$ cat src/rtl/ldpc_layer_scheduler_pkg.sv
// Shared types and width helpers for the LDPC layer scheduler and the CNU control unit.
package ldpc_layer_scheduler_pkg;

  typedef enum logic [2:0] {
    StIdle    = 3'd0,
    StStart   = 3'd1,
    StLayer   = 3'd2,
    StWbWait  = 3'd3,
    StIterChk = 3'd4,
    StTerm    = 3'd5
  } sched_state_e;

  localparam int unsigned LayerNumDefault = 3;
  localparam int unsigned MaxIterDefault  = 10;

  // Layer index width; kept at least 1 bit so a degenerate LAYER_NUM still elaborates.
  function automatic int unsigned layer_bits(input int unsigned layer_num);
    return (layer_num > 1) ? $clog2(layer_num) : 1;
  endfunction

  // Iteration index must hold the value MAX_ITER itself.
  function automatic int unsigned iter_bits(input int unsigned max_iter);
    return $clog2(max_iter + 1);
  endfunction

endpackage

$ cat src/rtl/sched_wb_delay.sv
// Loadable down-counter: done_o is high in the cycle the count is about to reach zero.
module sched_wb_delay #(
  parameter int unsigned WB_LATENCY = 2
) (
  input  logic clk_i,
  input  logic rst_ni,
  input  logic load_i,
  output logic done_o
);

  localparam int unsigned CntW = $clog2(WB_LATENCY + 1);

  logic [CntW-1:0] cnt_q, cnt_d;

  always_comb begin
    cnt_d = cnt_q;
    if (load_i) begin
      cnt_d = CntW'(WB_LATENCY);
    end else if (cnt_q != '0) begin
      cnt_d = cnt_q - CntW'(1);
    end
  end

  always_ff @(posedge clk_i or negedge rst_ni) begin
    if (!rst_ni) begin
      cnt_q <= '0;
    end else begin
      cnt_q <= cnt_d;
    end
  end

  assign done_o = (cnt_q == CntW'(1));

endmodule

$ cat src/rtl/ldpc_layer_scheduler.sv
// Layer/iteration sequencer around the CNU control FSM.
// Define EARLY_TERM_EN to retire frames early on a zero syndrome.
module ldpc_layer_scheduler
  import ldpc_layer_scheduler_pkg::*;
#(
  parameter int unsigned LAYER_NUM  = LayerNumDefault,
  parameter int unsigned MAX_ITER   = MaxIterDefault,
  parameter int unsigned WB_LATENCY = 2,
  parameter int unsigned LAYER_BITS = layer_bits(LAYER_NUM),
  parameter int unsigned ITER_BITS  = iter_bits(MAX_ITER)
) (
  input  logic                  read_clk,
  input  logic                  rstn,
  input  logic                  frame_valid,
  output logic                  frame_ready,
  output logic                  fsm_en,
  input  logic                  de_frame_start,
  input  logic                  c2v_mem_we,
  output logic                  layer_finish,
  output logic                  termination,
  output logic [LAYER_BITS-1:0] layer_idx,
  output logic [ITER_BITS-1:0]  iter_idx,
  input  logic                  syndrome_valid,
  input  logic                  syndrome_zero,
  output logic                  frame_done,
  output logic                  early_term,
  output logic                  proto_err
);

  localparam logic [LAYER_BITS-1:0] LastLayer = LAYER_BITS'(LAYER_NUM - 1);
  localparam logic [ITER_BITS-1:0]  MaxIterW  = ITER_BITS'(MAX_ITER);

  sched_state_e          state_q;
  logic                  fsm_en_q, layer_finish_q, termination_q, frame_done_q, proto_err_q;
  logic [LAYER_BITS-1:0] layer_q;
  logic [ITER_BITS-1:0]  iter_q;
  logic [ITER_BITS-1:0]  iter_nxt;
  logic                  accept, wb_load, wb_done, synd_stop, term_now, early_term_q;

  assign frame_ready = (state_q == StIdle);
  assign accept      = frame_ready && frame_valid;
  assign wb_load     = (state_q == StLayer) && c2v_mem_we;
  assign iter_nxt    = iter_q + ITER_BITS'(1);
  assign term_now    = (state_q == StIterChk) && ((iter_nxt == MaxIterW) || synd_stop);

  sched_wb_delay #(
    .WB_LATENCY (WB_LATENCY)
  ) u_wb_delay (
    .clk_i  (read_clk),
    .rst_ni (rstn),
    .load_i (wb_load),
    .done_o (wb_done)
  );

`ifdef EARLY_TERM_EN
  logic synd_q;

  // A strobe landing in the check cycle itself still counts for this iteration.
  assign synd_stop = synd_q || (syndrome_valid && syndrome_zero);

  always_ff @(posedge read_clk or negedge rstn) begin
    if (!rstn) begin
      synd_q       <= 1'b0;
      early_term_q <= 1'b0;
    end else begin
      if (accept || ((state_q == StIterChk) && !term_now)) begin
        synd_q <= 1'b0;
      end else if (syndrome_valid && syndrome_zero) begin
        synd_q <= 1'b1;
      end
      if (accept) begin
        early_term_q <= 1'b0;
      end else if (term_now && (iter_nxt != MaxIterW)) begin
        early_term_q <= 1'b1;
      end
    end
  end
`else
  logic unused_synd;

  assign unused_synd  = syndrome_valid & syndrome_zero;
  assign synd_stop    = 1'b0;
  assign early_term_q = 1'b0;
`endif

  always_ff @(posedge read_clk or negedge rstn) begin
    if (!rstn) begin
      state_q        <= StIdle;
      fsm_en_q       <= 1'b0;
      layer_finish_q <= 1'b0;
      termination_q  <= 1'b0;
      frame_done_q   <= 1'b0;
      proto_err_q    <= 1'b0;
      layer_q        <= '0;
      iter_q         <= '0;
    end else begin
      layer_finish_q <= 1'b0;
      frame_done_q   <= 1'b0;
      if (c2v_mem_we && (state_q != StLayer)) begin
        proto_err_q <= 1'b1;
      end
      unique case (state_q)
        StIdle: begin
          if (frame_valid) begin
            layer_q  <= '0;
            iter_q   <= '0;
            fsm_en_q <= 1'b1;
            state_q  <= StStart;
          end
        end
        StStart: begin
          if (de_frame_start) begin
            state_q <= StLayer;
          end
        end
        StLayer: begin
          if (c2v_mem_we) begin
            state_q <= StWbWait;
          end
        end
        StWbWait: begin
          if (wb_done) begin
            layer_finish_q <= 1'b1;
            if (layer_q == LastLayer) begin
              state_q <= StIterChk;
            end else begin
              layer_q <= layer_q + LAYER_BITS'(1);
              state_q <= StLayer;
            end
          end
        end
        StIterChk: begin
          layer_q <= '0;
          iter_q  <= iter_nxt;
          if (term_now) begin
            termination_q <= 1'b1;
            state_q       <= StTerm;
          end else begin
            state_q <= StLayer;
          end
        end
        StTerm: begin
          if (!de_frame_start) begin
            frame_done_q  <= 1'b1;
            fsm_en_q      <= 1'b0;
            termination_q <= 1'b0;
            state_q       <= StIdle;
          end
        end
        default: state_q <= StIdle;
      endcase
    end
  end

  assign fsm_en       = fsm_en_q;
  assign layer_finish = layer_finish_q;
  assign termination  = termination_q;
  assign layer_idx    = layer_q;
  assign iter_idx     = iter_q;
  assign frame_done   = frame_done_q;
  assign early_term   = early_term_q;
  assign proto_err    = proto_err_q;

endmodule

$ cat config.mk
export PLATFORM = sky130hd
export DESIGN_NAME = ldpc_layer_scheduler
export DESIGN_NICKNAME = d
export VERILOG_FILES = /design/src/rtl/ldpc_layer_scheduler_pkg.sv /design/src/rtl/sched_wb_delay.sv /design/src/rtl/ldpc_layer_scheduler.sv
export SDC_FILE = /design/constraint.sdc
export NUM_CORES = 1
export LEC_CHECK = 0
export ABC_AREA = 1
export BUFFER_PORTS_ARGS = -buffer_cell sky130_fd_sc_hd__buf_2
export CELL_PAD_IN_SITES_DETAIL_PLACEMENT = 0
export CELL_PAD_IN_SITES_GLOBAL_PLACEMENT = 2
export CORE_UTILIZATION = 28
export CTS_BUF_LIST = sky130_fd_sc_hd__clkbuf_8
export DETAILED_ROUTE_END_ITERATION = 10
export PLACE_DENSITY_LB_ADDON = 0.15
export SLEW_MARGIN = 20
export SYNTH_ARGS = -nofsm -noshare
export SYNTH_HDL_FRONTEND = slang
export SYNTH_HIERARCHICAL = 1
export SYNTH_SLANG_ARGS = --single-unit
export TNS_END_PERCENT = 30
$ cat constraint.sdc
create_clock -name read_clk -period 1.3 [get_ports read_clk]
set_input_delay 0.39 -clock read_clk [delete_from_list [all_inputs] [get_ports read_clk]]
set_output_delay 0.39 -clock read_clk [all_outputs]
set_load 0.05 [all_outputs]
==> results.md <==
* Die area at ~3600 um2
* Layout cells sized above 1 at around two fifths
* Synth Warn # at 6
* Via count at 853
* Area of the multi-input gates at ~470 um2
* Post-synthesis compound-gate area fraction at around 6.4%
* Core outline area at ~3200 um2
* Critical path endpoint: frame_ready
* # rows at 20
* Register area at ~410 um2
* Ys async rst share at 100%
* #FFs+latches synth at 16
* Synth Instances at roughly 120
* Drt first pass iters at 4
* Max VDD drop at about 810 uV
* LEAKAGE at just over 0.7 nW
* # IOs at 20
* PwrDens at between 2000 and 2500 nW/um2
* Worst-skew pair later-pin latency at between 0.2 and 0.3 ns
* Placed cell count at ~190
* DRT iter0 DRCs at 29
* Syn-to-layout area delta at 41.6%
* Hold crit path type: in -> async
* Mux cell area share after synthesis at 0%
* Cell Area, Synth at between 900 and 1000 um2
* Synth area leader: dfrtp_1
* CP cell instances: inv_2 -> nand2_4 -> nor2_4 -> buf_8
* P_int at approximately 0.0017 W
* Vias in the first global route at a little over 800
* Remaining antenna violation count at 0
* Nets@finish at around 170
* Count of different cell masters after synthesis at 22
* Unrepaired setup endpoints after global routing: yes
* First-pass GRT wire length at roughly 3700 um
* Largest family of logic cells by synthesized area: simple AND/OR/NAND/NOR gates
* DP Worst Slack at -0.0243 ns
* Synth top area share at a little over two fifths
* GRT Overall Usage at approximately 14%
* Residual DRC at 0
* Min Tclk post-route at between 1 and 1.5 ns
* Largest net degree at the start of global routing at 17
* Clock root cell: clkbuf_8
* Comb pwr share at approximately three fifths
* Critical path arrival at around 1.1 ns
* CP endpoint kind: primary output
* Slack of the critical path at -0.178 ns
* Net Sw Power at 0.00140 W
* Global route overflow at 0
* CTS tree: built
* Most frequent cells after synthesis: nand2_1 (30), inv_1 (18), dfrtp_1 (16), nand3_1 (11), nor2_1 (9)
* Clock Power Share at approximately 15%
* Status: complete, but fails checks
* IO buf count at 16
* Synth Area in Adders at around 6.6%
* Filler Cell Count at about 340
* Switching part of the total at between 40% and 50%
* Post-Synth Simple-Gate Area at 33.1%
* Top_reg_cell synth: dfrtp_1
* EDFF count, synth at 0
* Most instantiated library cell after synthesis: nand2_1
* Worst r2r dst: fsm_en$_DFFE_PN0P_
* FMAX at approximately 680 MHz
* R2R setup slack at -0.08 ns
* Power Total at 0.00307 W
* Final cell count without fillers at between 200 and 250
* Synth top area cells: dfrtp_1 (42%), nand2_1 (12%), inv_1 (7.1%), ha_1 (6.6%), nand3_1 (5.8%)
* CP Launch Type: register
* CTS Buf Count at 3
* Reg power frac at between 20 and 25%
* Setup crit start: state_q[0]$_DFFE_PN0P_
* Wire length per cell at between 10 and 15 um
* Reg2Reg Depth at 8
* Number of hold buffers added after cts at 0
* Endpoints failing hold at 0
* Synth Area in XOR/XNOR at 0%
* Hpwl dp at 1590 um
* Clock Pin Slew Worst Setup and Hold Paths at around 0.070 ns
* Highest net fanout along the worst path at 4
* Initial core utilization at slightly above 30%
* Clock skew at 0.00129 ns
* Fin. max-slew vios at 0
* Max-cap viol count at 0
* Routed WL at 2080 um
* Post-synthesis sequential area ratio at a little over two fifths
* Width of the chip at approximately 60 um
* Violated checks: negative setup slack
* Clk sink count at 16
* H-tree depth at 1
* Die H at between 60 and 70 um
* Mean number of vias per cell at around 4.2
* Crit Path Class: reg -> out
* Req. time, crit path at 0.91 ns
* Initial antenna violation count at 0
* Crit-path slowest cell: dfrtp_1
* Final setup viols at 7
* Placer Congestion at ~0.75
* Worst r2r src: state_q[1]$_DFFE_PN0P_
* CTS Buffer Depth at 2
* CP max stage delay at around 0.40 ns
* Final Cycle Share at 114%
* Syn Area/Cell at approximately 7.8 um2
* Net Count, Synth at around 140
* Diode count at 0
## stage by stage
step	area, um2	hold WS, ns	utilization (%)	setup TNS, ns
after floorplan	963	0.0944	-	-0.270
after global placement	1180	0.337	37.3	-0.0388
after detailed placement	1180	0.342	37.3	-0.0453
after CTS	1320	0.0547	41.8	-0.331
after global routing	1350	0.0692	42.8	-1.21
final	1350	0.0446	42.8	-0.494
## worst max-delay path, delay by kind of cell, from the launching register on
| family | cells | cell delay, ns |
|---|---|---|
| buffers and inverters | 2 | 0.23 |
| DFF | 1 | 0.40 |
| and+or+nand+nor | 2 | 0.18 |
## layout by cell type (no fill, tap or decap), drive strengths merged
cell    netlist  routed
clkbuf        0       5
conb          1       1
nand4         3       3
a21o          2       2
nor2         12      12
nor3          2       2
nand2        35      35
o21ai         8       8
buf           2      34
inv          23      23
nand3        12      12
ha            5       5
dfrtp        16      16
o22ai         1       1
clkinv        1       1
## registers in the layout (all words and copies together) (netlist names)
| name | cells |
|---|---|
| u_wb_delay/cnt_q | 2 |
| termination | 1 |
| layer_idx | 2 |
| fsm_en | 1 |
| iter_idx | 4 |
| layer_finish | 1 |
| state_q | 3 |
| frame_done | 1 |
| proto_err | 1 |
## routing by layer
layer  GRT usage [%]  vias up  part of all wire, %
met1            18.4      381                   49
met5               0        -                    0
met2            21.2       15                   46
met3            2.56        5                  2.7
li1                -      452                    -
met4            7.97        0                  2.2
## cells by family after synthesis
kind of cell / Yosys count
simple gates: 64
buf+inv: 26
flops: 16
compound gates: 11
fa+ha+maj: 5
other cells: 1
## repair_timing
action                                  in CTS  in global routing
pin swaps                                    2                  2
gates cloned                                 0                  0
endpoints found under the hold margin        0                  0
buffers inserted                             4                  2
resized for setup                           16                  7
endpoints found under the setup margin      10                 14
## power by group through the flow
stage          Clock, W  Sequential [W]  Combinational (W)
4_1_cts        0.000496        0.000741            0.00180
3_5_place_dp          0        0.000761            0.00161
6_report       0.000475        0.000740            0.00186
5_1_grt        0.000512        0.000763            0.00205
3_3_place_gp          0        0.000754            0.00159
2_1_floorplan         0         0.00100           0.000902
## worst min-delay path by stage
stage | startpoint | end | cells after the start
floorplan | rstn | frame_done$_DFF_PN0_ | 0
global placement | rstn | iter_idx[2]$_DFFE_PN0P_ | 1
global route | rstn | iter_idx[3]$_DFFE_PN0P_ | 1
CTS | rstn | iter_idx[2]$_DFFE_PN0P_ | 1
detailed placement | rstn | iter_idx[2]$_DFFE_PN0P_ | 1
finish | rstn | iter_idx[3]$_DFFE_PN0P_ | 1
## area by class of cell
cell class              instances  area share, %
clock buffers                   4           4.08
inverters                      24           7.23
flip-flops and latches         16           30.2
well taps                      44           4.08
multi-input cells              81           34.7
repair buffers                 35           19.7
Note: power is estimated with default switching activity, not from simulation.
